$ cat config.mk
export PLATFORM = sky130hd
export DESIGN_NAME = store_buffer
export DESIGN_NICKNAME = d
export VERILOG_FILES = /design/src/rtl/store_buffer.sv
export SDC_FILE = /design/constraint.sdc
export NUM_CORES = 1
export LEC_CHECK = 0
export BUFFER_PORTS_ARGS = -buffer_cell sky130_fd_sc_hd__buf_2
export CORE_MARGIN = 2
export CORE_UTILIZATION = 41
export DETAILED_ROUTE_END_ITERATION = 12
export PLACE_DENSITY_LB_ADDON = 0.2
export SLEW_MARGIN = 5
export SYNTH_ARGS = -nofsm -noshare
export SYNTH_HDL_FRONTEND = slang
export SYNTH_SLANG_ARGS = --single-unit
export TNS_END_PERCENT = 50
$ cat constraint.sdc
create_clock -name clk -period 9.8 [get_ports clk]
set_input_delay 1.96 -clock clk [delete_from_list [all_inputs] [get_ports clk]]
set_output_delay 1.96 -clock clk [all_outputs]
set_load 0.005 [all_outputs]
$ cat src/rtl/store_buffer.sv
// Store buffer between the M-stage memory port and a req/ack data memory; forwards buffered stores to loads.
// Latency: forwarding hits are combinational; misses stall through LOAD and release in LDONE; drains run in the background.
// Backpressure: StallM on a store into a full buffer or on a load miss; memory requests are held until mem_ack.
module store_buffer #(
    parameter int DEPTH = 4,
    parameter int AW    = 32,
    parameter int DW    = 32
) (
    input  logic                       clk,
    input  logic                       reset,
    input  logic                       MemWriteM,
    input  logic                       MemReadM,
    input  logic [AW-1:0]              ALUOutM,
    input  logic [DW-1:0]              WriteDataM,
    output logic [DW-1:0]              ReadDataM,
    output logic                       StallM,
    output logic                       mem_req,
    output logic                       mem_we,
    output logic [AW-1:0]              mem_addr,
    output logic [DW-1:0]              mem_wdata,
    input  logic                       mem_ack,
    input  logic [DW-1:0]              mem_rdata,
    output logic                       empty,
    output logic [$clog2(DEPTH+1)-1:0] count
);
    localparam int PW = $clog2(DEPTH);
    localparam int CW = $clog2(DEPTH+1);

    localparam logic [1:0] IDLE  = 2'd0;
    localparam logic [1:0] DRAIN = 2'd1;
    localparam logic [1:0] LOAD  = 2'd2;
    localparam logic [1:0] LDONE = 2'd3;

    logic [1:0]    state;
    logic [AW-1:0] addrQ [DEPTH];
    logic [DW-1:0] dataQ [DEPTH];
    logic [PW-1:0] head;
    logic [PW-1:0] tail;
    logic [DW-1:0] loadReg;

    logic          full;
    logic          accept;
    logic          drainAck;
    logic          loadReq;
    logic          hit;
    logic          loadMiss;
    logic [DW-1:0] hitData;
    logic [PW-1:0] idx;

    assign full     = (count == CW'(DEPTH));
    assign accept   = MemWriteM && !full;
    assign drainAck = (state == DRAIN) && mem_ack;
    assign loadReq  = MemReadM && !MemWriteM;
    assign loadMiss = loadReq && !hit;
    assign empty    = (count == '0);

    // Walk from oldest to youngest so the last match is the youngest store.
    always_comb begin
        hit     = 1'b0;
        hitData = '0;
        idx     = '0;
        for (int k = 0; k < DEPTH; k++) begin
            idx = head + PW'(k);
            if ((CW'(k) < count) && (addrQ[idx][AW-1:2] == ALUOutM[AW-1:2])) begin
                hit     = 1'b1;
                hitData = dataQ[idx];
            end
        end
    end

    assign StallM    = (MemWriteM && full) || (loadMiss && (state != LDONE));
    assign ReadDataM = (loadReq && hit && (state != LDONE)) ? hitData : loadReg;

    always_ff @(posedge clk) begin
        if (accept) begin
            addrQ[tail] <= ALUOutM;
            dataQ[tail] <= WriteDataM;
        end
    end

    always_ff @(posedge clk or negedge reset) begin
        if (!reset) begin
            head  <= '0;
            tail  <= '0;
            count <= '0;
        end else begin
            if (accept)
                tail <= tail + PW'(1);
            if (drainAck)
                head <= head + PW'(1);
            case ({accept, drainAck})
                2'b10:   count <= count + CW'(1);
                2'b01:   count <= count - CW'(1);
                default: count <= count;
            endcase
        end
    end

    always_ff @(posedge clk or negedge reset) begin
        if (!reset) begin
            state     <= IDLE;
            mem_req   <= 1'b0;
            mem_we    <= 1'b0;
            mem_addr  <= '0;
            mem_wdata <= '0;
            loadReg   <= '0;
        end else begin
            case (state)
                IDLE: begin
                    if (loadMiss) begin
                        state    <= LOAD;
                        mem_req  <= 1'b1;
                        mem_we   <= 1'b0;
                        mem_addr <= ALUOutM;
                    end else if (count != '0) begin
                        state     <= DRAIN;
                        mem_req   <= 1'b1;
                        mem_we    <= 1'b1;
                        mem_addr  <= addrQ[head];
                        mem_wdata <= dataQ[head];
                    end
                end
                DRAIN: begin
                    if (mem_ack) begin
                        mem_req <= 1'b0;
                        state   <= IDLE;
                    end
                end
                LOAD: begin
                    if (mem_ack) begin
                        loadReg <= mem_rdata;
                        mem_req <= 1'b0;
                        state   <= LDONE;
                    end
                end
                default: state <= IDLE;
            endcase
        end
    end
endmodule

==> impl_metrics.csv <==
group,metric,value,unit
clock_tree,clock_tree.htree_level_count,2,
clock_tree,cts.reportedPaths.clkPinSlew,0.06,ns
timing,timing.final.hold_violations,0,
clock_tree,clk_latency,0.58,ns
logic_synthesis,synthTopCellsByArea,"sky130_fd_sc_hd__edfxtp_1, sky130_fd_sc_hd__dfrtp_1, sky130_fd_sc_hd__mux2i_1",
floorplanning,starting_utilization_of_the_core_area,0.414,
power_and_ir_drop,areal_power_density_over_the_cells,306,nW/um^2
floorplanning,die-height,232,um
critical_path,timing.critical_path.to_type,"output pin",
clock_tree,post_cts_resized,0,
critical_path,worstReg2RegEnd,"mem_addr[7]",
timing,slew_headroom,0.172,
critical_path,reg2reg_depth,13,
clock_tree,clock_sink_count,363,
hold_path,holdCritPathClass,"register to register",
cells_and_area,num-fill-cells,4732,
logic_synthesis,synth_enable_flop_cells,256,
logic_synthesis,flops_latches_synth,363,
run_status,status,"completed",
routing,vias,15600,
logic_synthesis,sequential_share_of_the_synthesized_area,0.488,
logic_synthesis,synth.largest_area_cell,"sky130_fd_sc_hd__edfxtp_1",
cells_and_area,fraction_of_layout_instances_using_a_drive_strength_above_1,0.233,
critical_path,critical_path_peak_fanout,64,
clock_tree,cts.repair_timing.setup_buffer_count,0,
routing,drc_errors,0,
critical_path,required,7.84,ns
placement,buffer_ports.inserted,203,
global_route,grt_pass1_vias,15200,
logic_synthesis,synthArstFlopShare,0.295,
floorplanning,coreArea,51300,um^2
critical_path,path_buf_inv,3,
placement,rd_place_congestion,0.927,
logic_synthesis,post_synth.cell_area_avg,11.7,um^2
timing,worst_slack,1.45,ns
clock_tree,clock_tree_from_tritoncts,"yes",
cells_and_area,area_growth,13.3,%
global_route,grt-ovfl-total,0,
floorplanning,design.die.area,53600,um^2
timing,timing.setup.tns,0,ns
routing,drt_first_iter_violations,1307,
floorplanning,core.rowCount,83,
power_and_ir_drop,worst_ir_drop_vdd,0.179,mV
logic_synthesis,yosysUniqueCellTypes,68,
timing,max_clock_freq,120,MHz
clock_tree,tritoncts.num_buffers,42,
routing,route.detailed.wl_per_inst,24.1,um
critical_path,crit_path_cell_trace,"buf_4 > mux4_2 > xnor2_1 > nand2_1 > a2111oi_0 > nand2_1 > or4_2 > buf_4 > nor2b_2 > a311o_2 > mux2_1 > buf_2",
floorplanning,design.portCount,204,
critical_path,startpoint_type,"register",
power_and_ir_drop,fin_total_pwr,7.36,mW
logic_synthesis,synth.yosys.warnings,0,
critical_path,crit_path_top_delay_cell,"sky130_fd_sc_hd__dfrtp_4",
global_route,grt_use_total,0.235,
global_route,grt_max_degree,115,
clock_tree,postCtsHoldBufs,0,
global_route,first_pass_grt_wire_length,95.2,mm
routing,drt-vias-per-instance,5.91,
clock_tree,ctsLongestPathBuffers,3,
timing,timing.clock.skew,0.0386,ns
floorplanning,die_w,232,um
routing,drt-total-wl,63.6,mm
routing,residual_antenna_violating_net_count_after_detailed_routing,0,
placement,preCtsSetupSlack,1.85,ns
critical_path,setup.worst_path.class,"register to output pin",
critical_path,crit_path_start,"head[0]",
critical_path,path_depth,12,
timing,finalCriticalPeriod,8.35,ns
routing,drtPass1Iterations,5,
critical_path,ff2ff_setup_slack,3.75,ns
placement,hpwl,41.3,mm
flow_run,drv.max_cap_violation_count,0,
logic_synthesis,synthMostInstantiatedCell,"sky130_fd_sc_hd__edfxtp_1",
logic_synthesis,synth_ff_type,"sky130_fd_sc_hd__edfxtp_1",
critical_path,endpoint,"ReadDataM[18]",
logic_synthesis,synth_nets,1927,
timing,fin_crit_sh,0.852,
timing,drv_slew,0,
logic_synthesis,synth_commonest_cells,"sky130_fd_sc_hd__edfxtp_1, sky130_fd_sc_hd__mux2i_1, sky130_fd_sc_hd__nand2_1",
critical_path,cp.arrival,6.39,ns
cells_and_area,final_net_count,2033,
critical_path,critPathTopFamily,"simple AND/OR/NAND/NOR gates",
logic_synthesis,post_synth_inst_count,1813,
critical_path,timing.critical_path.slowest_cell_delay,0.85,ns
power_and_ir_drop,total_leakage_power,9.39,nW
timing,setup_viol,0,
timing,setup_repair_after_global_routing_missed_its_margin,"no",
critical_path,r2r_start,"head[0]",
timing,worst_pin_slew,1.24,ns
logic_synthesis,syn-cell-area,21200,um^2
logic_synthesis,share_of_the_synthesized_area_in_the_top_cell_type,0.362,
clock_tree,cts-root-buf,"sky130_fd_sc_hd__clkbuf_16",
global_route,number_of_antenna_violations_at_the_first_check_in_global_routing,8,
stage by stage:
step	cells	cell area, um^2	util	hold WS [ns]
2_1_floorplan	1813	21200	-	0.474
3_3_place_gp	2555	22600	0.441	0.482
3_5_place_dp	2555	22600	0.441	0.491
4_1_cts	2632	24000	0.469	0.505
5_1_grt	2633	24100	0.469	0.520
6_report	2634	24100	0.469	0.502
power breakdown:
part | leakage, nW | total, mW | switching (mW) | internal, mW
Combinational | 5.07 | 3.32 | 1.94 | 1.39
Sequential | 3.63 | 2.43 | 0.320 | 2.11
Clock | 0.685 | 1.61 | 0.646 | 0.962
sequential cells by signal, summed over array words and instances (netlist names):
signal     cells
head           2
count          3
state          2
dataQ        128
mem_addr      32
addrQ        128
mem_we         1
loadReg       32
tail           2
mem_wdata     32
mem_req        1
cell families (layout without fill, tap and decap cells):
logic type | after synthesis | count (layout) | share of synthesized area
mux | 398 | 398 | 0.211
buf+inv | 188 | 327 | 0.0391
simple gates | 375 | 375 | 0.0894
fa+ha+maj | 13 | 13 | 0.00766
compound gates | 357 | 357 | 0.116
flops | 363 | 363 | 0.488
other cells | 0 | 2 | 0
xor+xnor | 119 | 119 | 0.0491
cell usage in the layout, fill, tap and decap left out, types with 45 or more instances in the layout:
| master | instances |
|---|---|
| sky130_fd_sc_hd__o31ai_1 | 64 |
| sky130_fd_sc_hd__o21ai_0 | 119 |
| sky130_fd_sc_hd__nor3_1 | 45 |
| sky130_fd_sc_hd__nand2_1 | 123 |
| sky130_fd_sc_hd__nor2_1 | 47 |
| sky130_fd_sc_hd__mux2_2 | 109 |
| sky130_fd_sc_hd__dfrtp_1 | 105 |
| sky130_fd_sc_hd__buf_2 | 202 |
| sky130_fd_sc_hd__mux2i_1 | 233 |
| sky130_fd_sc_hd__xnor2_1 | 76 |
| sky130_fd_sc_hd__edfxtp_1 | 256 |
worst min path at each step:
| stage | start | end | depth (start not counted) |
|---|---|---|---|
| finish | loadReg[29] | loadReg[29] | 1 |
| global route | loadReg[13] | loadReg[13] | 1 |
| CTS | loadReg[21] | loadReg[21] | 1 |
| detailed placement | loadReg[21] | loadReg[21] | 1 |
| global placement | loadReg[6] | loadReg[6] | 1 |
| floorplan | loadReg[0] | loadReg[0] | 1 |
final cells by class:
class	instances	area, um^2	share of cell area
diodes	2	5.00	0.000208
repair buffers	233	1260	0.0522
clock buffers	53	1140	0.0475
multi-input cells	1262	10100	0.420
clock inverters	24	268	0.0111
well taps	680	851	0.0354
inverters	17	65.1	0.00270
flip-flops and latches	363	10400	0.431
routing by layer:
layer,up-vias,part of all wire,GRT usage
met1,7811,0.45,0.331
met5,-,0.0013,0
met4,12,0.025,0.0691
met3,114,0.073,0.0549
li1,7126,-,-
met2,495,0.45,0.359
worst reg2reg max path: stages (launching register included):
cell and delay [ns]:
sky130_fd_sc_hd__dfrtp_4 0.85, sky130_fd_sc_hd__clkinv_2 0.92, sky130_fd_sc_hd__buf_4 0.60, sky130_fd_sc_hd__a211oi_1 0.27
sky130_fd_sc_hd__a21oi_1 0.08, sky130_fd_sc_hd__xor2_1 0.22, sky130_fd_sc_hd__nor4_2 0.10, sky130_fd_sc_hd__buf_4 0.29
sky130_fd_sc_hd__o2bb2a_1 0.30, sky130_fd_sc_hd__nor4b_4 0.42, sky130_fd_sc_hd__buf_4 0.97, sky130_fd_sc_hd__nor2_2 0.12
sky130_fd_sc_hd__buf_4 0.30, sky130_fd_sc_hd__a221o_1 0.46
No activity file was read; power rests on OpenSTA's default activity.
